`config.mk`:
```
export PLATFORM = sky130hd
export DESIGN_NAME = period_cnt
export DESIGN_NICKNAME = d
export VERILOG_FILES = /design/src/rtl/period_cnt.sv
export SDC_FILE = /design/constraint.sdc
export NUM_CORES = 1
export LEC_CHECK = 0
export CORE_MARGIN = 8
export CORE_UTILIZATION = 55
export DETAILED_ROUTE_END_ITERATION = 8
export GPL_ROUTABILITY_DRIVEN = 0
export PLACE_DENSITY = 0.84
export REMOVE_ABC_BUFFERS = 1
export SLEW_MARGIN = 15
export SYNTH_ARGS = -nofsm -noshare
export SYNTH_HDL_FRONTEND = slang
export SYNTH_SLANG_ARGS = --single-unit
```
`constraint.sdc`:
```
create_clock -name clk_i -period 2.45 [get_ports clk_i]
set_input_delay 0.49 -clock clk_i [delete_from_list [all_inputs] [get_ports clk_i]]
set_output_delay 0.49 -clock clk_i [all_outputs]
set_load 0.02 [all_outputs]
```
`src/rtl/period_cnt.sv`:
```
// Period meter: synchronises an async square wave, counts clk_i cycles across
// CYCLES rising edges and emits one saturating sample per window with a strobe.
module period_cnt #(
  parameter int DATA_W = 32,
  parameter int CYCLES = 4,
  parameter int SYNC_W = 2
) (
  input  logic              clk_i,
  input  logic              rst_i,
  input  logic              en_i,
  input  logic              sq_i,
  output logic [DATA_W-1:0] data_o,
  output logic              en_o
);

  localparam int                EC_W    = $clog2(CYCLES + 1);
  localparam logic [EC_W-1:0]   EC_LAST = EC_W'(CYCLES - 1);
  localparam logic [DATA_W-1:0] CNT_SAT = {{(DATA_W-1){1'b1}}, 1'b0};
  localparam logic [DATA_W-1:0] ONE     = DATA_W'(1);

  typedef enum logic [1:0] {
    IDLE = 2'd0,
    SKIP = 2'd1,
    MEAS = 2'd2
  } state_t;

  logic [SYNC_W-1:0] sync_q;
  logic              delay_q;
  logic              edge_q;
  state_t            state_q;
  logic [DATA_W-1:0] cnt_q;
  logic [EC_W-1:0]   edge_cnt_q;
  logic [DATA_W-1:0] data_q;
  logic              en_q;
  logic              win_done;
  logic              sat_hit;

  // A completing edge in the saturation cycle wins, giving the normal 2^DATA_W-1.
  assign win_done = edge_q & (edge_cnt_q == EC_LAST);
  assign sat_hit  = (cnt_q == CNT_SAT) & ~win_done;

  // Synchroniser, edge detector, measurement FSM and registered outputs.
  always_ff @(posedge clk_i) begin
    if (rst_i) begin
      sync_q     <= {SYNC_W{1'b0}};
      delay_q    <= 1'b0;
      edge_q     <= 1'b0;
      state_q    <= IDLE;
      cnt_q      <= {DATA_W{1'b0}};
      edge_cnt_q <= {EC_W{1'b0}};
      data_q     <= {DATA_W{1'b0}};
      en_q       <= 1'b0;
    end else begin
      sync_q  <= {sync_q[SYNC_W-2:0], sq_i};
      delay_q <= sync_q[SYNC_W-1];
      edge_q  <= sync_q[SYNC_W-1] & ~delay_q;
      en_q    <= 1'b0;
      if (!en_i) begin
        state_q    <= IDLE;
        cnt_q      <= {DATA_W{1'b0}};
        edge_cnt_q <= {EC_W{1'b0}};
      end else begin
        case (state_q)
          IDLE: begin
            cnt_q      <= {DATA_W{1'b0}};
            edge_cnt_q <= {EC_W{1'b0}};
            if (edge_q) begin
              state_q <= SKIP;
            end else begin
              state_q <= IDLE;
            end
          end
          SKIP, MEAS: begin
            if (win_done) begin
              // The completing edge also starts the next window.
              cnt_q      <= {DATA_W{1'b0}};
              edge_cnt_q <= {EC_W{1'b0}};
              state_q    <= MEAS;
              if (state_q == MEAS) begin
                data_q <= cnt_q + ONE;
                en_q   <= 1'b1;
              end
            end else if (sat_hit) begin
              cnt_q      <= {DATA_W{1'b0}};
              edge_cnt_q <= {EC_W{1'b0}};
              state_q    <= IDLE;
              if (state_q == MEAS) begin
                data_q <= {DATA_W{1'b1}};
                en_q   <= 1'b1;
              end
            end else begin
              cnt_q <= cnt_q + ONE;
              if (edge_q) begin
                edge_cnt_q <= edge_cnt_q + EC_W'(1);
              end
            end
          end
          default: begin
            state_q    <= IDLE;
            cnt_q      <= {DATA_W{1'b0}};
            edge_cnt_q <= {EC_W{1'b0}};
          end
        endcase
      end
    end
  end

  assign data_o = data_q;
  assign en_o   = en_q;

endmodule
```
### Word-level counts from Yosys, hierarchy flattened

Cells that the tools add are included.

| cells by class | value |
|---|---|
| add/sub/neg operators | 2 |
| bitwise logic cells | 7 |
| reduce and logical (&&, ||, !) cells | 7 |
| eq/ne operators | 5 |
| multiplexer cells | 11 |

Operators by type and width:

| kind | number |
|---|---|
| $mux W32 | 4 |
| $add A32 B1 Y32 const B | 1 |
| $eq A32 B32 Y1 const B | 1 |
| $reduce_or A5 Y1 | 1 |
| $mux W1 | 4 |
| $mux W2 | 2 |
| $not A1 Y1 | 4 |
| $pmux W2 S2 | 1 |
| $reduce_and A4 Y1 | 1 |
| $reduce_or A2 Y1 | 2 |
| $add A3 B1 Y3 const B | 1 |
| $and A1 B1 Y1 | 3 |
| $eq A3 B2 Y1 const B | 1 |
| $ne A3 B3 Y1 const B | 1 |
| $reduce_or A3 Y1 | 1 |
| $eq A2 B1 Y1 const B | 1 |
| $eq A2 B2 Y1 const B | 1 |
| $logic_not A2 Y1 | 1 |
| $reduce_bool A2 Y1 | 1 |

| storage, ports and cells | value |
|---|---|
| bits of input ports | 4 |
| flip-flop bits (word level) | 74 |
| word-level logic and storage cells | 40 |

### Longest topological paths before layout

| depth | value |
|---|---|
| word-level depth | 7 |
| mapped depth | 8 |
| gate-level depth less buffers | 7 |

### Least setup slack after synthesis

Ideal clock, no wire load.

| path | value |
|---|---|
| kind | register to register |
| start point | register cnt_q[0] |
| end point | register data_q[28] (netlist: data_o[28]) |
| clock period less this slack | 1.762 ns |
| stages on the path, launching flop included | 7 |
| data arrival time | 1.659 ns |
| data required time | 2.347 ns |
| path slack | 0.688 ns |
| path through | dfxtp_1 ha_1 inv_1 nor4_1 nand3_1 nor3b_1 a2111oi_2 |

| on the way | value |
|---|---|
| longest elaborated chain between the ends | 4 |
| elaborated cells on any way between the ends | 7 |
| those cells by class | add/sub (1); eq/ne (1); mux (2); bitwise (1); reduce/logical (2) |

Ends and longest elaborated chain:

| element | RTL line | text |
|---|---|---|
| start, declared | 31 | `logic [DATA_W-1:0] cnt_q;` |
| start signal, assigned | 49 | `cnt_q <= {DATA_W{1'b0}};` |
| start signal, assigned | 60 | `cnt_q <= {DATA_W{1'b0}};` |
| start signal, assigned | 65 | `cnt_q <= {DATA_W{1'b0}};` |
| branches (longest 4 deep; another with $add A32 B1 Y32) | -- |  |
| end signal, assigned | 51 | `data_q <= {DATA_W{1'b0}};` |
| end signal, assigned | 80 | `data_q <= cnt_q + ONE;` |
| end signal, assigned | 88 | `data_q <= {DATA_W{1'b1}};` |
| end, declared | 33 | `logic [DATA_W-1:0] data_q;` |

Several ways; the timed one is not identified. The select of a mux whose other input is x is not followed.
A chain may end at the register's enable or synchronous reset.

### Worst setup path in the final report

| path | value |
|---|---|
| start point | register cnt_q[15] |
| end point | register data_q[18] (netlist: data_o[18]) |

The elaborated chain is that of the path after synthesis.

==> impl_metrics.ini <==
[sta]
grt_setup_unrepaired = no
finalSetupTns_ps = 0
max-slew-margin-rel = 0.629
fin_worst_skew_ps = 6.12
fin_crit_sh = 0.839
slew_violations = 0
hold_viol = 0
setup_viol = 0
finalCriticalPeriod_ps = 2060
max_freq_ghz = 0.487
tightest_slew_ps = 552
layout_setup_ws_ps = 395

[power_and_ir_drop]
power_uw = 2110
p_seq_frac = 0.573
p_leak_uw = 0.00124
p_comb_frac = 0.013
p_switching_uw = 446
peakVddDrop_uv = 380
switching_share = 0.211
pwr_density_cell_nw_per_um2 = 544
p_int_uw = 1660
p_clk_frac = 0.415

[floorplanning]
die_h_um = 92.7
ios = 37
die_w_um = 92.7
dieArea_um2 = 8580
rows = 28
core_area_um2 = 5820
initial_core_util = 0.556

[clock_network]
ctsHoldBuffers = 0
cts.path.max_buffers = 2
cts-htree-levels = 3
clk_latency_ps = 360
cts.repair.resized = 0
clk_pin_slew_worst_paths_ps = 70
post_cts_buffers = 0
numCtsBuffers = 9
clkSinkCount = 74
cts_tree = built
cts_root_buf = clkbuf_8

[worst_setup_path]
path_cells = nand4_1 -> nor4_2 -> and4b_1 -> nor2_4 -> buf_12 -> a221oi_2
required_ps = 2710
critical_path_depth = 6
start_kind = flop
crit_fanout = 21
worstRegToRegCells = 6
cp_data_arrival_time_ps = 2320
cpMaxStageDelayCell = dfxtp_1
critPathKind = flop to flop
cpLargestDelayFamily = simple AND/OR/NAND/NOR gates
critPathMaxStageDelay_ps = 440
crit_buf_inv = 1
cp-end-kind = flop

[grt]
grt_pass1_wl_mm = 11.4
grt_overflow = 0
grt_max_degree = 36
antenna_found_initial = 0
track_usage = 0.166
grt_pass1_vias = 2479

[synthesis]
syn_avg_cell_area_um2 = 9.97
synth_area_leaders = dfxtp_1, a221oi_2, xor2_1, nor2_1, inv_1
synthCells = 324
synth_adder_area_share = 0.0310
synth_simple_gate_area_frac = 0.194
synth_area_um2 = 3230
synthXorXnorAreaFrac = 0.0813
async_reset_ff_frac = 0
synth_top_family_by_area = simple AND/OR/NAND/NOR gates
ys_seq_area_frac = 0.458
yosysTopAreaCell = dfxtp_1
ys_seq_elements = 74
ys_types = 38
synth-compound-area-share = 0.163
yosysTopAreaCellShare = 0.458
muxShareOfSynthArea = 0.00310
synth-main-ff-cell = dfxtp_1
yosysWarnings = 0
synth_edf_count = 0

[cells_and_area]
final_cells = 446
drive_gt1_frac = 0.173
area_delta_synth_final_pct = 19.9
layout.nets = 378
fillCellCount = 478
antenna_cells = 0

[routing]
drt_iter0_markers = 79
drt_wl_total_mm = 6.60
drc_errors = 0
drtPass1Iterations = 4
num_vias = 2405
ant_nets = 0
wl_per_cell_um = 14.8
post_drt_via_cell_ratio = 5.39

[placement]
dpl.hpwl_mm = 4.71
dp_cells = 430
port_buffers = 36
place_ws_ps = 205

[job]
drv_cap = 0

[min_path]
hold_class = flop to flop
min_path_cells = 1

[outcome]
status = finished clean
kinds of logic (layout without fill, tap and decap cells):
family / count (synthesis) / in the layout
fa+ha+maj: 8 / 8
mux: 1 / 1
simple gates: 118 / 118
xor+xnor: 30 / 30
compound gates: 41 / 41
flops: 74 / 74
buf+inv: 52 / 99
final timing paths:
kind	startpoint	to	slack, ps
worst min register to register	delay_q	edge_q	390
worst min-delay path	delay_q	edge_q	390
worst max register to register	cnt_q[15]	data_o[18]	390
worst max-delay path	cnt_q[15]	data_o[18]	390
power groups by stage:
stage | registers, uW | clock network (uW) | logic [uW]
floorplan | 1230 | 0 | 6.36
global placement | 1230 | 0 | 26.0
detailed placement | 1230 | 0 | 26.8
CTS | 1210 | 886 | 26.6
global route | 1210 | 938 | 29.0
finish | 1210 | 874 | 26.6
final cells by class:
cell class                 instances  area, um2  area share
multi-input combinational        198       1540       0.397
sequential                        74       1480       0.382
timing repair buffer              45        435       0.112
clock buffer                      14        173      0.0445
inverter                          38        143      0.0368
tap                               75       93.8      0.0242
clock inverter                     2       10.0     0.00258
layer usage:
metal,track usage,routed length (um),vias to the layer above
met1,0.182,2950,1138
li1,-,-,1203
met4,0.126,233,0
met2,0.280,3160,48
met3,0.0340,262,16
met5,0,0,-
registers in the layout, summed over array words and instances, names as in the netlist:
signal      count
data_o         32
edge_cnt_q      3
delay_q         1
en_o            1
sync_q          2
edge_q          1
cnt_q          32
state_q         2
synthesized netlist by cell type (3+ instances only):
master	number
dfxtp_1	74
nor2_1	43
inv_1	38
a221oi_2	28
xor2_1	22
nand3_1	18
nand2_1	14
ha_1	8
nand4_1	8
xnor2_1	8
clkbuf_1	7
and3_1	6
nor2b_1	5
and4_1	4
buf_2	4
a21oi_1	3
buf_6	3
nor3_1	3
nor4_1	3
worst register-to-register path: cells and delay by family (launching register included):
family / cells / cell delay, ps
buffers and inverters: 1 / 190
AND/OR/NAND/NOR: 4 / 1040
flip-flops: 1 / 440
AO/OA/AOI/OAI: 1 / 290
through the flow:
| step | hold slack [ps] | util | cell area (um2) |
|---|---|---|---|
| 6_report | 392 | 0.667 | 3880 |
| 3_5_place_dp | 378 | 0.635 | 3690 |
| 5_1_grt | 408 | 0.667 | 3880 |
| 3_3_place_gp | 373 | 0.635 | 3690 |
| 2_1_floorplan | 367 | - | 3150 |
| 4_1_cts | 388 | 0.667 | 3880 |
cells in the final DEF, fill, tap and decap left out, types with 3 or more instances in the layout:
| cell | synthesis | layout |
|---|---|---|
| dfxtp_1 | 74 | 74 |
| nand3_1 | 18 | 18 |
| nor4_1 | 3 | 3 |
| buf_4 | 0 | 8 |
| a221oi_2 | 28 | 28 |
| xor2_1 | 22 | 22 |
| ha_1 | 8 | 8 |
| clkdlybuf4s50_1 | 0 | 35 |
| and3_1 | 6 | 6 |
| nor2b_1 | 5 | 5 |
| a21oi_1 | 3 | 3 |
| nand2_1 | 14 | 14 |
| clkbuf_8 | 0 | 12 |
| nor3_1 | 3 | 3 |
| nor2_1 | 43 | 42 |
| xnor2_1 | 8 | 8 |
| nand4_1 | 8 | 8 |
| inv_1 | 38 | 38 |
| and4_1 | 4 | 4 |
No activity file was read; power rests on OpenSTA's default activity.
==> patch 1, RTL diff (config.mk and constraints unchanged) <==
Set the parameter `SYNC_W` to 3 (it was 2).
--- a/src/rtl/period_cnt.sv
+++ b/src/rtl/period_cnt.sv
@@ -4,5 +4,5 @@
   parameter int DATA_W = 32,
   parameter int CYCLES = 4,
-  parameter int SYNC_W = 2
+  parameter int SYNC_W = 3
 ) (
   input  logic              clk_i,
Formal check against the unedited RTL: no difference found for any inputs over 4 cycles, from zero or initial values and one cycle with rst_i high; that may be too few to reach the edited logic, so the function may still have changed.
==> patch 1 against the unedited design <==
- routed wire length is 8.8% lower
- final area hardly changed
- first-iteration DRC count is 44% lower
- synthesized cell count is 3.7% lower
- final cell count is 4.0% lower
- worst setup slack worse by 0.12 ns
- sequential cell count is 1 higher
- area after synthesis is 0.15% lower
- worst hold slack better by 0.0055 ns
- power is 11% higher
- critical path type unchanged
- largest cell class is now flip-flops and latches
==> patch 1: results (changes against the unedited design) <==
.. list-table::
   :header-rows: 1

   * - Metric
     - Value
   * - Half-perimeter wire length after detailed placement
     - 4283 um (was 4714 um)
   * - Drt pass-1 iters
     - 4 (unchanged)
   * - Number of filler cells placed in the layout
     - 453 (was 478)
   * - # port buffers
     - 36 (unchanged)
   * - Maximum ir drop on the vdd rail
     - 0.0003703 V (was 0.0003803 V)
   * - Final cycle utilization of the critical path
     - 88.60% (was 83.90%)
   * - CP max stage delay
     - 0.57 ns (was 0.44 ns)
   * - Total Nets Final
     - 361 (was 378)
   * - Largest driver fanout on the critical path
     - 21 (unchanged)
   * - CP max-delay cell
     - sky130_fd_sc_hd__or4_4 (was sky130_fd_sc_hd__dfxtp_1)
   * - Global-route usage over all layers
     - 15.05% (was 16.64%)
   * - Total via count after detailed routing
     - 2303 (was 2405)
   * - Result of the run
     - complete, no violations (unchanged)
   * - Pre-CTS worst setup slack
     - 0.2907 ns (was 0.2052 ns)
   * - Worst skew pair latency
     - 0.34 ns (was 0.36 ns)
   * - Iteration-0 DRC count of the detailed router
     - 44 (was 79)
   * - Sequential element share of the synthesized area
     - 46.53% (was 45.84%)
   * - Share of post-route cells with drive strength above 1
     - 17.56% (was 17.25%)
   * - GRT Residual Overflow
     - 0 (unchanged)
   * - Static leakage power
     - 1.262 nW (was 1.243 nW)
   * - First-pass GRT wire length
     - 10440 um (was 11420 um)
   * - Root Buffer
     - sky130_fd_sc_hd__clkbuf_8 (unchanged)
   * - Number of resized instances in the post-cts repair step
     - 0 (unchanged)
   * - Maximum number of pins on one net before global-route repair
     - 37 (was 36)
   * - Worst hold path type
     - reg2reg (unchanged)
   * - Antenna violations before repair
     - 0 (unchanged)
   * - Count of antenna diodes in the layout
     - 0 (unchanged)
   * - Relative max-transition margin
     - 63.01% (was 62.86%)
   * - Worst Reg-to-Reg Cells
     - 8 (was 6)
   * - Final Routed Wirelength
     - 6019 um (was 6600 um)
   * - Placed inst area
     - 3643 sq um (was 3694 sq um)
   * - Top post-synthesis cells by area
     - sky130_fd_sc_hd__dfxtp_1 (47%), sky130_fd_sc_hd__a221oi_2 (14%), sky130_fd_sc_hd__xor2_1 (6.0%) (was sky130_fd_sc_hd__dfxtp_1 (46%), sky130_fd_sc_hd__a221oi_2 (13%), sky130_fd_sc_hd__xor2_1 (6.0%))
   * - Worst setup slack for register-to-register paths
     - 0.28 ns (was 0.39 ns)
   * - Number of distinct library cell variants in the gate-level netlist after synthesis
     - 35 (was 38)
   * - Switching pwr
     - 0.4450 mW (was 0.4455 mW)
   * - Signal arrival time at the worst endpoint
     - 2.40 ns (was 2.32 ns)
   * - Worst clock skew
     - 0.007099 ns (was 0.006123 ns)
   * - List of most frequent post-synthesis cells
     - sky130_fd_sc_hd__dfxtp_1 (75), sky130_fd_sc_hd__nor2_1 (38), sky130_fd_sc_hd__inv_1 (35) (was sky130_fd_sc_hd__dfxtp_1 (74), sky130_fd_sc_hd__nor2_1 (43), sky130_fd_sc_hd__inv_1 (38))
   * - Fraction of the core area covered by cells at the end of the flow
     - 67.01% (was 66.65%)
## patch 1: final cells by class
class                           instances  area share, %
Sequential cell                        75          38.76
Inverter                               35          3.391
Multi-Input combinational cell        183          38.57
Clock buffer                           10          3.295
Clock inverter                          5          2.649
Tap cell                               75          2.422
Timing Repair Buffer                   45          10.92
## patch 1: final timing paths
path,to,start
min,edge_q,delay_q
max reg2reg,cnt_q[5],cnt_q[0]
min reg2reg,edge_q,delay_q
max,cnt_q[5],cnt_q[0]
## patch 1: logic make-up after synthesis
group           count (synthesis)  synth area share, %
buf+inv                        54                7.406
flops                          75                46.53
xor+xnor                       31                8.414
mux                             2               0.6204
compound gates                 36                15.63
fa+ha+maj                       8                3.102
simple gates                  106                18.30
## patch 1: power groups by stage
stage          Clock [mW]  Sequential (mW)  Combinational [mW]
2_1_floorplan           0             1.25             0.00492
3_3_place_gp            0             1.25              0.0253
3_5_place_dp            0             1.25              0.0254
4_1_cts              1.12             1.22              0.0255
5_1_grt              1.18             1.22              0.0273
6_report             1.10             1.22              0.0250
## patch 1: routing by layer
| metal | global-route usage [%] | vias to the layer above | share of wire [%] |
|---|---|---|---|
| li1 | - | 1146 | - |
| met1 | 16.17 | 1101 | 43 |
| met2 | 26.22 | 42 | 50 |
| met3 | 3.155 | 14 | 4.1 |
| met4 | 9.933 | 0 | 2.7 |
| met5 | 0 | - | 0 |
## patch 1: through the flow
| step | setup TNS, ns | std cells | hold slack (ns) | power [mW] |
|---|---|---|---|---|
| after floorplan | -0.07843 | 293 | 0.3674 | 1.255 |
| after global placement | 0 | 413 | 0.3725 | 1.275 |
| after detailed placement | 0 | 413 | 0.3882 | 1.276 |
| after CTS | 0 | 428 | 0.3992 | 2.370 |
| after global routing | 0 | 428 | 0.4184 | 2.426 |
| final | 0 | 428 | 0.3974 | 2.343 |
## patch 1: worst max-delay path, delay by kind of cell (launching register included)
kind / cells / cell delay (ns)
adders and majority gates: 1 / 0.14
DFF: 1 / 0.38
buffers and inverters: 2 / 0.36
and+or+nand+nor: 5 / 1.18
==> patch 2, RTL diff (config.mk and constraints unchanged) <==
Made on the original files. Register the output `data_o` once more; this adds one clock of latency there. The other outputs are not delayed to match.
--- a/src/rtl/period_cnt.sv
+++ b/src/rtl/period_cnt.sv
@@ -106,5 +106,7 @@
   end
 
-  assign data_o = data_q;
+  always_ff @(posedge clk_i) begin
+    data_o <= data_q;
+  end
   assign en_o   = en_q;
 
Formal check against the unedited RTL: same outputs for any inputs over 4 cycles, from zero or initial values and one cycle with rst_i high; that may be too few to reach the edited logic, so the function may still have changed.
==> patch 2 against the unedited design <==
- first-iteration DRC count is 3.8% higher
- final area is 14% higher
- worst setup slack worse by 0.21 ns
- critical path depth is 2 higher
- via count is 2.7% higher
- area after synthesis is 16% higher
- power is 38% higher
- clock skew is 0.0043 ns higher
- die area is 13% higher
- sequential cell count is 32 higher
- non-clock buffer count is 2 lower
- routed wire length is 1.8% lower
- critical path type unchanged
==> patch 2: results (changes against the unedited design) <==
.. list-table::
   :header-rows: 1

   * - Metric
     - Value
   * - Result of the run
     - complete, no violations (unchanged)
   * - Share of post-route cells with drive strength above 1
     - 14.18% (was 17.25%)
   * - Worst Reg-to-Reg Cells
     - 8 (was 6)
   * - Synthesized-area fraction occupied by adder cells
     - 2.665% (was 3.097%)
   * - Relative max-transition margin
     - 62.18% (was 62.86%)
   * - Total instance count after detailed placement
     - 452 (was 430)
   * - Hold depth
     - 0 (was 1)
   * - Synth-to-Final Area Change
     - 17.75% (was 19.94%)
   * - Proportion of synthesized area in mux cells
     - 0.2665% (was 0.3097%)
   * - Number of filler cells placed in the layout
     - 519 (was 478)
   * - Worst clock skew
     - 0.01039 ns (was 0.006123 ns)
   * - Iteration-0 DRC count of the detailed router
     - 82 (was 79)
   * - Maximum ir drop on the vdd rail
     - 0.0004613 V (was 0.0003803 V)
   * - Placed inst area
     - 4198 sq um (was 3694 sq um)
   * - List of most frequent post-synthesis cells
     - sky130_fd_sc_hd__dfxtp_1 (106), sky130_fd_sc_hd__nor2_1 (45), sky130_fd_sc_hd__inv_1 (39) (was sky130_fd_sc_hd__dfxtp_1 (74), sky130_fd_sc_hd__nor2_1 (43), sky130_fd_sc_hd__inv_1 (38))
   * - Global-route usage over all layers
     - 13.77% (was 16.64%)
   * - Sequential element share of the synthesized area
     - 56.50% (was 45.84%)
   * - Non-filler instance count after layout
     - 468 (was 446)
   * - Clk pin slew, worst setup/hold paths
     - 0.10 ns (was 0.07 ns)
   * - Half-perimeter wire length after detailed placement
     - 4391 um (was 4714 um)
   * - Largest driver fanout on the critical path
     - 32 (was 21)
   * - Vias per cell
     - 5.278 (was 5.392)
   * - Number of global-route vias before repair
     - 2457 (was 2479)
   * - Final Routed Wirelength
     - 6481 um (was 6600 um)
   * - Met2 Track Usage GR
     - 22.71% (was 28.01%)
   * - Signal arrival time at the worst endpoint
     - 2.48 ns (was 2.32 ns)
   * - CP max-delay cell
     - sky130_fd_sc_hd__buf_4 (was sky130_fd_sc_hd__dfxtp_1)
   * - Final cycle utilization of the critical path
     - 92.65% (was 83.90%)
-- patch 2: per-layer routing --
layer  up-vias  wire length [um]
li1       1250                 -
met1      1171              2971
met2        41              3158
met3         8               250
met4         0                99
met5         -                 0
-- patch 2: worst paths after layout --
| check | from | to | slack (ns) |
|---|---|---|---|
| worst max-delay path | edge_cnt_q[0] | data_q[31] | 0.18 |
| worst min register to register | data_q[31] | data_o[31] | 0.35 |
| worst min-delay path | data_q[31] | data_o[31] | 0.35 |
| worst max register to register | edge_cnt_q[0] | data_q[31] | 0.18 |
-- patch 2: area by class of cell --
class	count	share of cell area (%)
multi-input cells	184	31.99
well taps	80	2.263
flip-flops and latches	106	47.98
inverters	39	3.310
clock buffers	12	3.281
repair buffers	43	9.505
clock inverters	4	1.669
-- patch 2: cell families (layout without fill, tap and decap cells) --
family                     after synthesis  after routing
DFF                                    106            106
xor gates and xnor gates                31             31
and+or+nand+nor                        107            107
buffers and inverters                   54             98
muxes                                    1              1
adders and majority gates                8              8
AOI/OAI and AO/OA                       37             37
-- patch 2: what timing repair did --
action | CTS | global route
hold buffers | 0 | 0
buffers inserted | 0 | 0
setup endpoints to repair | 0 | 2
resized for setup | 0 | 1
endpoints found under the hold margin | 0 | 0
-- patch 2: power breakdown --
group	internal [mW]	leakage, nW	switching (mW)
logic	0.00800	0.483	0.0175
clock network	0.607	0.111	0.543
registers	1.72	0.854	0.00135
